$ cat src/rtl/uart_pkg.sv
// Shared types and constants for the UART transmit path.
// Frame layout (LSB first on the wire): {stop, parity, data[7:0], start}.
package uart_pkg;

    localparam int DATA_W  = 8;
    localparam int FRAME_W = 11;

    localparam logic [1:0] PAR_NONE     = 2'b00;
    localparam logic [1:0] PAR_ODD      = 2'b01;
    localparam logic [1:0] PAR_EVEN     = 2'b10;
    localparam logic [1:0] PAR_NONE_ALT = 2'b11;

    localparam logic [3:0] IDX_START  = 4'd0;
    localparam logic [3:0] IDX_DATA0  = 4'd1;
    localparam logic [3:0] IDX_PARITY = 4'd9;
    localparam logic [3:0] IDX_STOP   = 4'd10;

    typedef enum logic [2:0] {
        ST_IDLE,
        ST_START,
        ST_DATA,
        ST_PARITY,
        ST_STOP
    } tx_state_t;

    function automatic logic parity_enabled(input logic [1:0] parity_type);
        return (parity_type == PAR_ODD) || (parity_type == PAR_EVEN);
    endfunction

endpackage

$ cat src/rtl/frame_gen.sv
// Assembles the 11-bit serial frame from a byte and its parity bit.
// With parity disabled the parity slot reads as idle-high; the controller skips it anyway.
module frame_gen
    import uart_pkg::*;
(
    input  logic [DATA_W-1:0]  data,
    input  logic               parity_out,
    input  logic [1:0]         parity_type,
    output logic [FRAME_W-1:0] frame_out
);

    logic parity_slot;

    always_comb begin
        parity_slot = parity_enabled(parity_type) ? parity_out : 1'b1;
        frame_out   = {1'b1, parity_slot, data, 1'b0};
    end

endmodule

$ cat src/rtl/uart_tx_ctrl.sv
// UART transmit controller: latches a byte and parity mode, then shifts one frame
// out LSB-first at CLKS_PER_BIT clocks per bit. All outputs are registered.
module uart_tx_ctrl
    import uart_pkg::*;
#(
    parameter int CLKS_PER_BIT = 16
) (
    input  logic              clk,
    input  logic              rst,
    input  logic              tx_start,
    input  logic [DATA_W-1:0] data_in,
    input  logic [1:0]        parity_type,
    output logic              tx_out,
    output logic              tx_ready,
    output logic              tx_done
);

    localparam int BAUD_W = (CLKS_PER_BIT > 1) ? $clog2(CLKS_PER_BIT) : 1;
    localparam logic [BAUD_W-1:0] BAUD_LAST = BAUD_W'(CLKS_PER_BIT - 1);

    tx_state_t          state_q, state_d;
    logic [BAUD_W-1:0]  baud_q, baud_d;
    logic [2:0]         bit_q, bit_d;
    logic [DATA_W-1:0]  data_q, data_d;
    logic [1:0]         par_q, par_d;
    logic               tx_out_q, tx_out_d;
    logic               tx_ready_q, tx_ready_d;
    logic               tx_done_q, tx_done_d;

    logic               baud_wrap;
    logic               accept;
    logic               parity_bit;
    logic [3:0]         frame_idx;
    logic [FRAME_W-1:0] frame;

    assign parity_bit = (par_q == PAR_ODD) ? ~^data_q : ^data_q;

    frame_gen u_frame_gen (
        .data        (data_q),
        .parity_out  (parity_bit),
        .parity_type (par_q),
        .frame_out   (frame)
    );

    always_comb begin
        state_d   = state_q;
        baud_d    = baud_q;
        bit_d     = bit_q;
        data_d    = data_q;
        par_d     = par_q;
        tx_done_d = 1'b0;
        accept    = 1'b0;
        baud_wrap = (baud_q == BAUD_LAST);

        if (state_q != ST_IDLE) begin
            baud_d = baud_wrap ? '0 : baud_q + BAUD_W'(1);
        end

        case (state_q)
            ST_IDLE: begin
                accept = tx_start;
            end
            ST_START: begin
                if (baud_wrap) state_d = ST_DATA;
            end
            ST_DATA: begin
                if (baud_wrap) begin
                    bit_d = bit_q + 3'd1;
                    if (bit_q == 3'd7) begin
                        state_d = parity_enabled(par_q) ? ST_PARITY : ST_STOP;
                    end
                end
            end
            ST_PARITY: begin
                if (baud_wrap) state_d = ST_STOP;
            end
            ST_STOP: begin
                // A request present as the stop bit ends chains the next frame with no idle gap.
                if (baud_wrap) begin
                    tx_done_d = 1'b1;
                    accept    = tx_start;
                    state_d   = ST_IDLE;
                end
            end
            default: state_d = ST_IDLE;
        endcase

        if (accept) begin
            state_d = ST_START;
            data_d  = data_in;
            par_d   = parity_type;
            baud_d  = '0;
            bit_d   = '0;
        end

        // The line level for the next cycle is selected from the frame by next state.
        case (state_d)
            ST_START:  frame_idx = IDX_START;
            ST_DATA:   frame_idx = IDX_DATA0 + {1'b0, bit_d};
            ST_PARITY: frame_idx = IDX_PARITY;
            ST_STOP:   frame_idx = IDX_STOP;
            default:   frame_idx = IDX_STOP;
        endcase

        tx_out_d   = (state_d == ST_IDLE) ? 1'b1 : frame[frame_idx];
        tx_ready_d = (state_d == ST_IDLE);
    end

    always_ff @(posedge clk) begin
        if (rst) begin
            state_q    <= ST_IDLE;
            baud_q     <= '0;
            bit_q      <= '0;
            data_q     <= '0;
            par_q      <= PAR_NONE;
            tx_out_q   <= 1'b1;
            tx_ready_q <= 1'b1;
            tx_done_q  <= 1'b0;
        end else begin
            state_q    <= state_d;
            baud_q     <= baud_d;
            bit_q      <= bit_d;
            data_q     <= data_d;
            par_q      <= par_d;
            tx_out_q   <= tx_out_d;
            tx_ready_q <= tx_ready_d;
            tx_done_q  <= tx_done_d;
        end
    end

    assign tx_out   = tx_out_q;
    assign tx_ready = tx_ready_q;
    assign tx_done  = tx_done_q;

endmodule

$ cat config.mk
export PLATFORM = sky130hd
export DESIGN_NAME = uart_tx_ctrl
export DESIGN_NICKNAME = d
export VERILOG_FILES = /design/src/rtl/uart_pkg.sv /design/src/rtl/frame_gen.sv /design/src/rtl/uart_tx_ctrl.sv
export SDC_FILE = /design/constraint.sdc
export NUM_CORES = 1
export LEC_CHECK = 0
export ABC_AREA = 0
export BUFFER_PORTS_ARGS = -buffer_cell sky130_fd_sc_hd__buf_2
export CAP_MARGIN = 20
export CORE_MARGIN = 2
export CORE_UTILIZATION = 41
export CTS_CLUSTER_SIZE = 10
export DETAILED_ROUTE_END_ITERATION = 12
export PLACE_DENSITY = 0.74
export SYNTH_ARGS = -nofsm -noshare
export SYNTH_HDL_FRONTEND = slang
export SYNTH_SLANG_ARGS = --single-unit
export TNS_END_PERCENT = 50
$ cat constraint.sdc
create_clock -name clk -period 2.62 [get_ports clk]
set_input_delay 0.131 -clock clk [delete_from_list [all_inputs] [get_ports clk]]
set_output_delay 0.131 -clock clk [all_outputs]
set_load 0.02 [all_outputs]
==> results list <==
- The flow ran to the end, and the final reports show no timing, DRC or antenna violations.
* Drc violations: 0
* First-pass GRT wire length: 4.609 mm
* Floorplan die area: 3673 sq um
- Cell type of the slowest stage on the worst timing path: dfxtp_1
* Final setup skew: 13.57 ps
- For this run, the top clock speed supported by timing is 399.8 MHz.
- The detail route stage leaves a number of antenna-violating nets equal to 0.
- Number of H-tree levels: 1
* Cells after synthesis: 146
- Total placed cells including tap cells: 203
- For the worst setup path, the data required time is 2820 ps.
- For this configuration, the core starts out at a cell density of 0.4303.
- For met2 alone, demand over resource in global routing was 0.2734.
- GRT met1 Usage: 0.2196
- A synthesized cell averages 8.998 sq um.
- Post-CTS timing repair inserted 0 buffers for setup.
* Layout Area Growth over Synthesis: 15.62%
- In the final routed layout, each cell accounts on average for 13.49 microns.
- Core Region: 3053 sq um
- DPL Wire Length: 2.092 mm
- Antenna violations before repair: 0
- Of all flip-flops after synthesis, the portion carrying an async set or reset was 0.
- Setup violations remaining at the end of the flow were counted as 0.
* Wire length reported by the detailed router: 2.793 mm
* Maximum VDD drop: 333.4 uV
- Multi-input gate area in the final layout: 857.1 sq um
* Sum of negative setup slack: 0 ps
* Tcrit/Tclk final: 0.9546
- Global placer's final weighted congestion: 0.8591
* Layout fillers: 293
- Overall power consumption after layout is estimated at 0.6563 mW.
- Warnings from Yosys: 0
- Using the TritonRoute via totals, the vias-per-cell ratio works out to 5.411.
- Across the run, the number of max-cap violations was 0.
- Clock-pin slew was measured on the worst setup and hold paths at 140 ps.
- The smallest clock period supported by the final layout is computed as 2501 ps.
- CTS Buffer Depth: 2
* Number of search-and-repair iterations in the first detailed-routing pass: 4
- In this run the static leakage power is 0.5818 nW.
- Startpoint-to-endpoint class of the critical path: flop to flop
- Counting both buffers and inverters, the worst setup path holds a total of 0.
- Kind of cell adding the most delay to the critical path: simple AND/OR/NAND/NOR gates
- The net count of the finished layout is 182.
- Synthesized netlist net count: 164
- The worst setup path is captured at a flop.
- Maximum fanout count along the critical path: 7
- STA classifies the critical path startpoint as a flop.
- For the pin with the worst max-slew slack, the measured transition is 441.6 ps.
- For this run, the leading register cell type out of synthesis is dfxtp_1.
* Cell breakdown of the critical path: ha_1, and3_2, nand2_2, xor2_2, nor2_1, ha_4, a21o_2, a32o_1, o21ai_0, o211ai_1
* Sequential area share after synthesis: 0.3505
- For this design, the sink count on the clock tree is 23.
- Leaving out fill and tap cells, the most frequent cell in the layout is nor2_1.
- Clk Tree Root Cell: clkbuf_4
- The floorplan has 20 rows.
* Number of hold violations in the final report: 0
* Endpoint arrival time on the critical path: 2700 ps
- Most used routing layer in global routing: met2
- GRT Resource Usage Total: 0.1664
- Global routing met3 resource utilization: 0.04051
* Global route overflow: 0
* Combined area of all synthesized cells: 1314 sq um
* Most frequent cells in the layout: nor2_1 (27), dfxtp_1 (23), buf_2 (15), mux2i_1 (10), a21oi_1 (8)
* Worst-case headroom to the max-slew limit: 0.7051
* Height of the chip: 60.61 microns
- Fin Hold WS: 26.44 ps
- The number of clock buffers added by TritonCTS is 3.
- Die span in x: 60.61 microns
- Final core area utilization: 0.4975
- In the final layout, the share of cells above drive strength 1 is 0.2638.
- Registers take 460.4 sq um.
* Number of enable flip-flop cells after synthesis: 0
* Worst min path class: input pin to flop
* IO Pins: 16
- Synthesized flop and latch total: 23
- The via count of the first global-routing pass came to 1027.
- The first routing iteration left 31 violations.
- The count of cells in the finished layout, fillers not included, comes to 207.
- For the worst-skew pair, the clock arrives at the later sink with an insertion delay of 330 ps.
- TritonCTS clock tree: done
- The number of antenna diodes in the final layout is 0.
- Power spread over the standard cell area amounts to 432.1 nW/um^2.
* Largest stage delay on the critical path: 420 ps
- Netlist cell types: 44
- Across all layers, the routed design uses 1120 vias.
* Largest net degree at the start of global routing: 17
- The count of buffers added on input and output ports is 15.
* Final count of pins violating max slew: 0
[flip-flops by register name, indices dropped and copies added (netlist names)]
signal and count:
tx_done 1, bit_q 3, tx_ready 1, baud_q 4, par_q 2, state_q 3
tx_out 1, data_q 8
[cell families after synthesis]
group                      Yosys count  share of synthesized area
and+or+nand+nor                     52                     0.2038
AOI/OAI and AO/OA                   33                     0.1829
DFF                                 23                     0.3505
xor gates and xnor gates            12                    0.08572
muxes                               12                     0.1010
buffers and inverters                9                    0.02857
adders and majority gates            5                    0.04762
[cell type report]
class                   instances  area share
inverters                       3    0.007413
repair buffers                 19     0.06919
well taps                      44     0.03624
clock buffers                   3     0.01483
multi-input cells             114      0.5642
flip-flops and latches         23      0.3031
clock inverters                 1    0.004942
[worst paths after layout]
path,start,to,slack (ps),depth (start not counted)
setup / recovery,baud_q[0],tx_out,120,10
hold / removal,data_in[4],data_q[4],30,3
setup reg to reg,baud_q[0],tx_out,120,10
hold reg to reg,baud_q[1],baud_q[1],520,2
[Yosys cell counts, drive strengths merged (2+ instances only)]
| cell type | n | area (sq um) |
|---|---|---|
| nand3b | 2 | 15.01 |
| a211oi | 3 | 35.03 |
| nor3 | 2 | 10.01 |
| mux2i | 11 | 110.1 |
| nor2 | 27 | 101.4 |
| clkbuf | 5 | 21.27 |
| a21oi | 9 | 48.80 |
| o21ai | 8 | 40.04 |
| or2 | 2 | 12.52 |
| ha | 5 | 62.56 |
| dfxtp | 23 | 460.4 |
| a21bo | 2 | 20.02 |
| or3 | 2 | 13.77 |
| xnor2 | 7 | 68.82 |
| nor3b | 2 | 31.28 |
| inv | 3 | 11.26 |
| o31ai | 2 | 15.01 |
| nand3 | 3 | 15.01 |
| xor2 | 5 | 43.79 |
| a21o | 3 | 23.77 |
| nand2 | 6 | 25.03 |
[tightest hold or removal path, cell delays in order]
cell	delay, ps
buf_2	70
mux2i_1	50
nor2_1	70
[metrics by stage]
step                      cell area [sq um]  worst slack, ps
after floorplan                        1314            18.54
after global placement                 1448            195.3
after detailed placement               1448            61.26
after CTS                              1478            32.78
after global routing                   1519           -25.44
final                                  1519            118.9
[where the power goes]
| part | internal (mW) | switching (mW) | total [mW] |
|---|---|---|---|
| combinational | 0.0492 | 0.0542 | 0.103 |
| clock | 0.0584 | 0.116 | 0.175 |
| sequential | 0.364 | 0.0141 | 0.378 |
[repair_timing]
action                     CTS  global route
setup endpoints to repair    0             1
hold buffers                 0             0
gates resized for setup      0             7
[layer usage]
metal,share of wire,wire length (microns)
met5,0,0
met4,0.013,37
met3,0.047,132
met1,0.44,1232
met2,0.50,1390
No activity file was read; power rests on OpenSTA's default activity.
